`config.mk`:
```
export PLATFORM = sky130hd
export DESIGN_NAME = spike_rate_decoder_flat
export DESIGN_NICKNAME = d
export VERILOG_FILES = /design/src/rtl/spike_pkg.sv /design/src/rtl/spike_rate_decoder_if.sv /design/src/rtl/spike_sat_counter.sv /design/src/rtl/spike_rate_decoder.sv /design/src/flat_wrapper.sv
export SDC_FILE = /design/constraint.sdc
export NUM_CORES = 1
export LEC_CHECK = 0
export ABC_AREA = 1
export CAP_MARGIN = 10
export CORE_ASPECT_RATIO = 0.9
export CORE_UTILIZATION = 50
export DETAILED_ROUTE_END_ITERATION = 10
export HOLD_SLACK_MARGIN = 0.08
export PLACE_DENSITY = 0.85
export SYNTH_ARGS = -nofsm -noshare
export SYNTH_HDL_FRONTEND = slang
export SYNTH_SLANG_ARGS = --single-unit
```
`constraint.sdc`:
```
create_clock -name clk -period 1.7 [get_ports clk]
set_clock_uncertainty 0.15 [all_clocks]
set_input_delay 0.34 -clock clk [delete_from_list [all_inputs] [get_ports clk]]
set_output_delay 0.34 -clock clk [all_outputs]
set_load 0.005 [all_outputs]
```
`src/rtl/spike_pkg.sv`:
```
// Shared types and constants for the spike rate decoder and its neighbouring neuron blocks.
package spike_pkg;

  typedef enum logic {
    IDLE  = 1'b0,
    COUNT = 1'b1
  } state_e;

  // Width of the neuron current bus; the rate count matches it by default.
  localparam int unsigned CURRENT_W      = 5;
  localparam int unsigned DEFAULT_WINDOW = 32;
  localparam int unsigned DEFAULT_ISI_W  = 8;

  // Width of a counter that runs 0..window-1.
  function automatic int unsigned win_width(input int unsigned window);
    return (window > 1) ? $clog2(window) : 1;
  endfunction

endpackage

```
`src/rtl/spike_rate_decoder_if.sv`:
```
// Result channel of the spike rate decoder: valid/ready handshake plus data and sticky overflow.
interface spike_rate_decoder_if
  import spike_pkg::*;
#(
  parameter int unsigned CNT_W = CURRENT_W,
  parameter int unsigned ISI_W = DEFAULT_ISI_W
);

  logic             out_valid;
  logic             out_ready;
  logic [CNT_W-1:0] count_out;
  logic [ISI_W-1:0] isi_out;
  logic             overflow;

  modport master (
    output out_valid,
    output count_out,
    output isi_out,
    output overflow,
    input  out_ready
  );

  modport slave (
    input  out_valid,
    input  count_out,
    input  isi_out,
    input  overflow,
    output out_ready
  );

endinterface

```
`src/rtl/spike_sat_counter.sv`:
```
// Saturating up-counter with clear and load-one; value_inc is the saturated increment of the
// current value, ignoring clear/load, so callers can capture the count including this cycle.
module spike_sat_counter
  import spike_pkg::*;
#(
  parameter int unsigned WIDTH = CURRENT_W
) (
  input  logic             clk,
  input  logic             reset,
  input  logic             clear,
  input  logic             load_one,
  input  logic             inc,
  output logic [WIDTH-1:0] value,
  output logic [WIDTH-1:0] value_inc
);

  localparam logic [WIDTH-1:0] MaxVal = '1;

  logic [WIDTH-1:0] value_q, value_d;

  always_comb begin
    value_inc = value_q;
    if (inc && (value_q != MaxVal)) begin
      value_inc = value_q + 1'b1;
    end
  end

  // Clear wins over load-one, which wins over increment.
  always_comb begin
    value_d = value_inc;
    if (load_one) begin
      value_d = WIDTH'(1);
    end
    if (clear) begin
      value_d = '0;
    end
  end

  always_ff @(posedge clk or posedge reset) begin
    if (reset) begin
      value_q <= '0;
    end else begin
      value_q <= value_d;
    end
  end

  assign value = value_q;

endmodule

```
`src/rtl/spike_rate_decoder.sv`:
```
// Spike train to rate (count per window) and timing (last ISI) decoder with valid/ready output.
// Optional: define SPIKE_RATE_DECODER_EDGE_EN to count rising edges instead of high cycles.
module spike_rate_decoder
  import spike_pkg::*;
#(
  parameter int unsigned WINDOW = DEFAULT_WINDOW,
  parameter int unsigned CNT_W  = CURRENT_W,
  parameter int unsigned ISI_W  = DEFAULT_ISI_W
) (
  input  logic                        clk,
  input  logic                        reset,
  input  logic                        enable,
  input  logic                        spike_in,
  spike_rate_decoder_if.master        result
);

  localparam int unsigned      WinW    = win_width(WINDOW);
  localparam logic [WinW-1:0]  WinLast = WinW'(WINDOW - 1);

  state_e           state_q;
  logic [WinW-1:0]  win_q;
  logic             seen_q;
  logic [ISI_W-1:0] last_isi_q;
  logic             out_valid_q;
  logic [CNT_W-1:0] count_out_q;
  logic [ISI_W-1:0] isi_out_q;
  logic             overflow_q;

  logic             spike_event;
  logic             win_end;
  logic             xfer;
  logic [CNT_W-1:0] cnt_now;
  logic [CNT_W-1:0] cnt_value_unused;
  logic [ISI_W-1:0] isi_timer;
  logic [ISI_W-1:0] isi_timer_inc_unused;
  logic [ISI_W-1:0] isi_now;

`ifdef SPIKE_RATE_DECODER_EDGE_EN
  logic spike_in_q;

  // Previous sample is forced low while idle so a level already high at enable counts once.
  always_ff @(posedge clk or posedge reset) begin
    if (reset) begin
      spike_in_q <= 1'b0;
    end else begin
      spike_in_q <= enable ? spike_in : 1'b0;
    end
  end

  assign spike_event = enable & spike_in & ~spike_in_q;
`else
  assign spike_event = enable & spike_in;
`endif

  assign win_end = enable && (win_q == WinLast);
  assign xfer    = out_valid_q && result.out_ready;

  spike_sat_counter #(
    .WIDTH (CNT_W)
  ) u_spike_cnt (
    .clk       (clk),
    .reset     (reset),
    .clear     (!enable || win_end),
    .load_one  (1'b0),
    .inc       (spike_event),
    .value     (cnt_value_unused),
    .value_inc (cnt_now)
  );

  spike_sat_counter #(
    .WIDTH (ISI_W)
  ) u_isi_timer (
    .clk       (clk),
    .reset     (reset),
    .clear     (!enable),
    .load_one  (spike_event),
    .inc       (enable),
    .value     (isi_timer),
    .value_inc (isi_timer_inc_unused)
  );

  // ISI as it stands including a spike on this very cycle.
  assign isi_now = (spike_event && seen_q) ? isi_timer : last_isi_q;

  always_ff @(posedge clk or posedge reset) begin
    if (reset) begin
      state_q     <= IDLE;
      win_q       <= '0;
      seen_q      <= 1'b0;
      last_isi_q  <= '0;
      out_valid_q <= 1'b0;
      count_out_q <= '0;
      isi_out_q   <= '0;
      overflow_q  <= 1'b0;
    end else begin
      unique case (state_q)
        IDLE: begin
          if (enable) begin
            state_q <= COUNT;
            win_q   <= WinW'(1);
          end else begin
            win_q   <= '0;
          end
        end
        COUNT: begin
          if (!enable) begin
            state_q <= IDLE;
            win_q   <= '0;
          end else begin
            win_q   <= win_end ? '0 : win_q + 1'b1;
          end
        end
        default: begin
          state_q <= IDLE;
          win_q   <= '0;
        end
      endcase

      if (!enable) begin
        seen_q     <= 1'b0;
        last_isi_q <= '0;
      end else if (spike_event) begin
        seen_q     <= 1'b1;
        last_isi_q <= isi_now;
      end

      if (xfer) begin
        out_valid_q <= 1'b0;
      end
      if (win_end) begin
        if (!out_valid_q || result.out_ready) begin
          out_valid_q <= 1'b1;
          count_out_q <= cnt_now;
          isi_out_q   <= isi_now;
        end else begin
          overflow_q  <= 1'b1;
        end
      end
    end
  end

  assign result.out_valid = out_valid_q;
  assign result.count_out = count_out_q;
  assign result.isi_out   = isi_out_q;
  assign result.overflow  = overflow_q;

endmodule
```
`src/flat_wrapper.sv`:
```
// flat-port wrapper written by rule: the top's interface ports become plain ports
module spike_rate_decoder_flat import spike_pkg::*;
#(
  parameter int unsigned WINDOW = DEFAULT_WINDOW,
  parameter int unsigned CNT_W  = CURRENT_W,
  parameter int unsigned ISI_W  = DEFAULT_ISI_W
)
  (clk, reset, enable, spike_in, result_out_valid, result_count_out, result_isi_out, result_overflow, result_out_ready);
  spike_rate_decoder_if #(.CNT_W(CNT_W), .ISI_W(ISI_W)) result_i ();
  input  logic clk;
  input  logic reset;
  input  logic enable;
  input  logic spike_in;
  output wire logic [$bits(result_i.out_valid)-1:0] result_out_valid;
  output wire logic [$bits(result_i.count_out)-1:0] result_count_out;
  output wire logic [$bits(result_i.isi_out)-1:0] result_isi_out;
  output wire logic [$bits(result_i.overflow)-1:0] result_overflow;
  input wire logic [$bits(result_i.out_ready)-1:0] result_out_ready;
  assign result_out_valid = result_i.out_valid;
  assign result_count_out = result_i.count_out;
  assign result_isi_out = result_i.isi_out;
  assign result_overflow = result_i.overflow;
  assign result_i.out_ready = result_out_ready;
  spike_rate_decoder #(.WINDOW(WINDOW), .CNT_W(CNT_W), .ISI_W(ISI_W)) u_core (.clk(clk), .reset(reset), .enable(enable), .spike_in(spike_in), .result(result_i));
endmodule
```
==> results.sh, run 1 <==
export IMPL_status="finished, violations left"
export IMPL_violations="negative setup slack"
export IMPL_pin_count=20
export IMPL_crit_arrival_ns=1.81
export IMPL_fillers=245
export IMPL_path_class="reg2reg"
export IMPL_ys_seq_elements=43
export IMPL_cts_buffers=5
export IMPL_vias=1581
export IMPL_slowest_delay_ns=0.40
export IMPL_cts_root_buf="clkbuf_8"
export IMPL_crit_chain="ha_2 > nand2_1 > nor2_1 > ha_2 > nor2_4 > nand3_2 > nand2_2 > nand2_1 > nand2_1 > nand2_1"
export IMPL_powerDensity_mw_per_mm2=746
export IMPL_io_buffers=19
export IMPL_grtUsageTotal_pct=21.8
export IMPL_drc=0
export IMPL_syn_area_sq_mm=0.00189
export IMPL_nets=264
export IMPL_critPathRequiredTime_ns=1.75
export IMPL_wire_per_inst_um=13.7
export IMPL_cp_max_fo=8
export IMPL_rows=20
export IMPL_synth_top_area_share_pct=56.9
export IMPL_cts_buffer_depth=2
export IMPL_antenna_cells=0
export IMPL_cts_tree="built"
export IMPL_die_area_sq_mm=0.00403
export IMPL_cp_startpoint="u_core.u_spike_cnt.value[0]$_DFF_PP0_"
export IMPL_start_util_pct=54.0
export IMPL_hold_violations=0
export IMPL_regToRegEndpoint="u_core.result.count_out[3]$_DFFE_PP0P_"
export IMPL_period_needed_ns=1.76
export IMPL_drv_cap=0
export IMPL_cts_hold_buf=0
export IMPL_synth_cell_types=24
export IMPL_syn2layout_area_growth_pct=31.4
export IMPL_grt_pass1_wl_mm=6.34
export IMPL_setup_slack_ns=-0.0612
export IMPL_synth_nets=226
export IMPL_holdWs_ns=0.247
export IMPL_critPathCaptureType="flop"
export IMPL_core_sq_mm=0.00350
export IMPL_drt_wl_total_mm=4.10
export IMPL_grt_pass1_vias=1444
export IMPL_netlist_top_cells_area="dfrtp_1, nand2_1, nor2_1"
export IMPL_hold_class="in2async"
export IMPL_antenna_found_initial=0
export IMPL_tns_ns=-0.363
export IMPL_detail_route_antenna_nets=0
export IMPL_pwr_share_seq_pct=57.2
export IMPL_clk_latency_ns=0.30
export IMPL_fin_crit_sh_pct=104
export IMPL_drive_above_1_share_pct=22.7
export IMPL_ys_warnings_count=0
export IMPL_slew_viol_final=0
export IMPL_crit_end="u_core.result.count_out[3]$_DFFE_PP0P_"
export IMPL_rsz0062_at_grt="yes"
export IMPL_critPathLaunchType="flop"
export IMPL_r2r_slack_ns=-0.06
export IMPL_report_power_total_mw=1.85
export IMPL_grt_max_degree=44
export IMPL_internal_power_mw=1.40
export IMPL_synthCells=216
export IMPL_yosys_area_top_type="dfrtp_1"
export IMPL_avgSynthCellArea_sq_um=8.75
export IMPL_slew_limit_headroom_pct=76.2
export IMPL_rr_worst_depth=10
export IMPL_dr_pass1_iters=4
export IMPL_finalSetupViolations=15
export IMPL_tightest_slew_ns=0.356
export IMPL_routed_via_density=5.29
export IMPL_peakVddDrop_v=0.000416
export IMPL_drtIter0Drc=132
export IMPL_cts_reportedPaths_clkPinSlew_ns=0.08
export IMPL_crit_top_cell="nand2_1"
export IMPL_p_comb_share_pct=8.7
export IMPL_crit_slowest_cell="dfrtp_1"
export IMPL_p_sw_uw=458
export IMPL_p_leak_nw=1.24
export IMPL_ys_seq_area_share_pct=56.9
export IMPL_die_w_um=66.8
export IMPL_r2r_start="u_core.u_spike_cnt.value[0]$_DFF_PP0_"
export IMPL_fmax_mhz=568
export IMPL_cts_max_level=2
export IMPL_grt_overflow=0
export IMPL_numClockSinks=43
export IMPL_gp_congestion=0.827
export IMPL_dp_hpwl_mm=2.50
export IMPL_clkPwrFrac_pct=34.0
export IMPL_p_sw_share_pct=24.7
export IMPL_die_height_um=60.3
power by group through the flow:
stage	Combinational [mW]	Clock, mW	Sequential (mW)
after CTS	0.148	0.641	1.06
after global routing	0.183	0.683	1.06
after detailed placement	0.144	0	1.08
after floorplan	0.0817	0	1.08
final	0.162	0.631	1.06
after global placement	0.136	0	1.08
cell usage in the layout (no fill, tap or decap), types with 5 or more instances in the layout:
| master | netlist | layout |
|---|---|---|
| nand2_1 | 54 | 46 |
| clkbuf_8 | 0 | 5 |
| inv_1 | 22 | 22 |
| nor2_1 | 32 | 30 |
| o21ai_1 | 21 | 14 |
| buf_4 | 0 | 9 |
| a21oi_1 | 7 | 6 |
| o21ai_2 | 0 | 6 |
| dfrtp_1 | 43 | 43 |
| nand2_2 | 2 | 8 |
| clkdlybuf4s50_1 | 0 | 15 |
registers in the layout (all words and copies together), names as in the netlist:
signal,flops
u_core.last_isi_q,8
u_core.result.count_out,5
u_core.result.isi_out,8
u_core.result.out_valid,1
u_core.result.overflow,1
u_core.seen_q,1
u_core.state_q,1
u_core.u_isi_timer.value,8
u_core.u_spike_cnt.value,5
u_core.win_q,5
cell type report:
cell class	instances	area [sq um]	share of cell area, %
Clock buffer	6	72.6	2.92
Clock inverter	2	12.5	0.504
Inverter	26	105	4.23
Multi-Input combinational cell	143	790	31.8
Sequential cell	43	1080	43.3
Tap cell	44	55.1	2.22
Timing Repair Buffer	33	350	14.1
Timing Repair inverter	2	22.5	0.907
how the worst min path moves through the flow:
stage,endpoint,slack (ns),cells after the start,startpoint
final,u_core.win_q[4]$_DFF_PP0_,0.25,3,reset
after global routing,u_core.result.overflow$_DFFE_PP0P_,0.29,3,reset
after CTS,u_core.result.overflow$_DFFE_PP0P_,0.26,3,reset
after detailed placement,u_core.result.count_out[3]$_DFFE_PP0P_,0.32,2,u_core.result.count_out[3]$_DFFE_PP0P_
after global placement,u_core.result.overflow$_DFFE_PP0P_,0.31,1,u_core.result.overflow$_DFFE_PP0P_
after floorplan,u_core.state_q$_DFF_PP0_,0.22,0,enable
cell families after synthesis:
logic type / after synthesis / synth area share [%]
AOI/OAI and AO/OA: 33 / 8.93
xor gates and xnor gates: 3 / 1.39
adders and majority gates: 5 / 3.31
buffers and inverters: 30 / 6.55
DFF: 43 / 56.9
and+or+nand+nor: 102 / 22.9
through the flow:
| step | setup WS, ns | utilization, % | area [sq um] | std cells |
|---|---|---|---|---|
| finish | -0.0612 | 70.9 | 2480 | 299 |
| global route | -0.143 | 70.9 | 2480 | 299 |
| CTS | -0.00586 | 66.6 | 2330 | 295 |
| detailed placement | -0.277 | 63.1 | 2210 | 285 |
| global placement | -0.174 | 63.1 | 2210 | 285 |
| floorplan | 0.0138 | - | 1890 | 216 |
repair_timing:
action,in CTS,in global routing
pin swaps,3,8
cloned,0,2
setup buffers,2,2
setup endpoints to repair,16,23
resized for setup,7,34
synth_stat cells:
library cell	count
nor2_1	32
o22ai_1	1
nand4_1	1
nor2_4	2
nand3_2	1
nor3b_1	1
inv_1	22
nand3b_1	1
xnor2_1	1
dfrtp_1	43
a21oi_1	7
ha_1	5
nand2_1	54
o21ai_1	21
inv_2	4
nand3_1	5
and3_1	1
nor2_2	2
o21ai_0	3
o21bai_1	1
xor2_1	2
buf_2	3
nand2_2	2
buf_6	1
routing by layer:
| metal | track usage (%) | up-vias | wire [um] |
|---|---|---|---|
| li1 | - | 754 | - |
| met1 | 29.4 | 768 | 1790 |
| met2 | 34.5 | 51 | 2030 |
| met3 | 4.51 | 8 | 204 |
| met4 | 9.42 | 0 | 82 |
| met5 | 0 | - | 0 |
critical path, delay by kind of cell (launching register included):
kind                       cells  cell delay [ns]
adders and majority gates      2             0.37
DFF                            1             0.40
and+or+nand+nor                8             0.74
No activity file was read; power rests on OpenSTA's default activity.
==> run 2, diff against run 1 <==
- CORE_UTILIZATION: 50 -> 40
- PLACE_DENSITY: 0.85 -> 0.72
==> results.sh, run 2 (same netlist as run 1, synthesis figures left out) <==
export IMPL_crit_top_cell="nand2_2"
export IMPL_grt_pass1_wl_mm=6.08
export IMPL_holdWs_ns=0.251
export IMPL_cts_hold_buf=0
export IMPL_final_cell_area_sq_mm=0.00251
export IMPL_seq_area_sq_mm=0.00108
export IMPL_layout_common_cells="nand2_1, dfrtp_1, nor2_1"
export IMPL_peakVddDrop_v=0.000452
export IMPL_multiInputGateArea_sq_um=761
export IMPL_crit_arrival_ns=1.71
export IMPL_detail_route_antenna_nets=0
export IMPL_routed_via_density=4.73
export IMPL_critPathLaunchType="flop"
export IMPL_dr_pass1_iters=4
export IMPL_crit_slowest_cell="dfrtp_1"
export IMPL_cts_reportedPaths_clkPinSlew_ns=0.08
export IMPL_cts_buffers=5
export IMPL_drv_cap=0
export IMPL_drtIter0Drc=137
export IMPL_setup_slack_ns=0.0267
export IMPL_critPathRequiredTime_ns=1.74
export IMPL_nets=268
export IMPL_cp_max_fo=5
export IMPL_drive_above_1_share_pct=21.6
export IMPL_hold_class="in2async"
export IMPL_cts_max_level=2
export IMPL_finalSetupViolations=0
export IMPL_wire_per_inst_um=11.8
export IMPL_rr_worst_depth=10
export IMPL_r2r_slack_ns=0.03
export IMPL_rsz0062_at_grt="yes"
export IMPL_tightest_slew_ns=0.342
export IMPL_start_util_pct=42.1
export IMPL_period_needed_ns=1.67
export IMPL_final_common_cell="nand2_1"
export IMPL_fin_util_pct=55.9
export IMPL_slew_viol_final=0
export IMPL_grt_overflow=0
export IMPL_numClockSinks=43
export IMPL_hold_violations=0
export IMPL_vias=1518
export IMPL_grt_pass1_vias=1407
export IMPL_cts_buffer_depth=2
export IMPL_antenna_found_initial=0
export IMPL_cts_tree="built"
export IMPL_slowest_delay_ns=0.43
export IMPL_critPathCaptureType="flop"
export IMPL_p_leak_nw=1.23
export IMPL_core_sq_mm=0.00449
export IMPL_crit_family="simple AND/OR/NAND/NOR gates"
export IMPL_regToRegEndpoint="u_core.result.count_out[3]$_DFFE_PP0P_"
export IMPL_r2r_start="u_core.u_spike_cnt.value[0]$_DFF_PP0_"
export IMPL_status="complete, no violations"
export IMPL_post_place_ws_ns=-0.234
export IMPL_antenna_cells=0
export IMPL_io_buffers=19
export IMPL_dp_hpwl_mm=2.38
export IMPL_dpl_cell_area_sq_mm=0.00226
export IMPL_syn2layout_area_growth_pct=32.6
export IMPL_slew_limit_headroom_pct=77.1
export IMPL_tns_ns=0
export IMPL_pin_count=20
export IMPL_fillers=431
export IMPL_crit_chain="ha_4 > nand2_2 > nor2_2 > ha_2 > nor2_4 > nand3_2 > nand2_2 > nand2_2 > nand2_2 > nand2_1"
export IMPL_path_buf_inv=0
export IMPL_grt_max_degree=44
export IMPL_clk_latency_ns=0.30
export IMPL_fmax_mhz=598
export IMPL_dpl_cell_count=306
export IMPL_final_cell_count_no_fill=321
export IMPL_fin_crit_sh_pct=98.4
export IMPL_die_w_um=74.5
export IMPL_die_area_sq_mm=0.00501
export IMPL_report_power_total_mw=2.00
export IMPL_powerDensity_mw_per_mm2=799
export IMPL_cts_root_buf="clkbuf_8"
export IMPL_grtUsageTotal_pct=16.0
export IMPL_die_height_um=67.2
export IMPL_drt_wl_total_mm=3.79
export IMPL_path_class="reg2reg"
export IMPL_gp_congestion=0.829
export IMPL_rows=23
export IMPL_drc=0
## run 2: layout make-up
class | instances | area share, %
Multi-Input combinational cell | 144 | 30.3
Clock buffer | 5 | 2.74
Sequential cell | 43 | 42.9
Tap cell | 62 | 3.09
Timing Repair Buffer | 36 | 14.5
Timing Repair inverter | 2 | 0.499
Clock inverter | 3 | 1.75
Inverter | 26 | 4.19
## run 2: power by group
part	internal (mW)	switching, mW
registers	1.04	0.0154
clock network	0.437	0.353
logic	0.0646	0.0896
## run 2: worst max path at each step
stage / startpoint / end / slack (ns) / cells past startpoint
2_1_floorplan: u_core.win_q[0]$_DFF_PP0_ / u_core.result.count_out[0]$_DFFE_PP0P_ / 0.01 / 10
3_3_place_gp: enable / u_core.result.count_out[3]$_DFFE_PP0P_ / -0.20 / 8
3_5_place_dp: enable / u_core.result.count_out[3]$_DFFE_PP0P_ / -0.23 / 8
4_1_cts: u_core.u_spike_cnt.value[0]$_DFF_PP0_ / u_core.result.count_out[0]$_DFFE_PP0P_ / 0.02 / 7
5_1_grt: u_core.u_spike_cnt.value[0]$_DFF_PP0_ / u_core.result.count_out[3]$_DFFE_PP0P_ / -0.06 / 10
6_report: u_core.u_spike_cnt.value[0]$_DFF_PP0_ / u_core.result.count_out[3]$_DFFE_PP0P_ / 0.03 / 10
## run 2: worst min-delay path, delay by kind of cell
kind / cells / cell delay [ns]
buffers and inverters: 3 / 0.72
## run 2: repair_timing
item | 4_1_cts | 5_1_grt
resized for setup | 2 | 23
pin swaps | 1 | 8
endpoints found under the setup margin | 14 | 26
hold endpoints to repair | 0 | 0
gates cloned | 1 | 2
buffers inserted | 0 | 4
## run 2: routing by layer
layer	vias up	GRT usage (%)	part of all wire, %
li1	763	-	-
met1	716	21.4	48
met2	34	25.2	48
met3	5	4.48	2.9
met4	0	4.95	0.82
met5	-	0	0
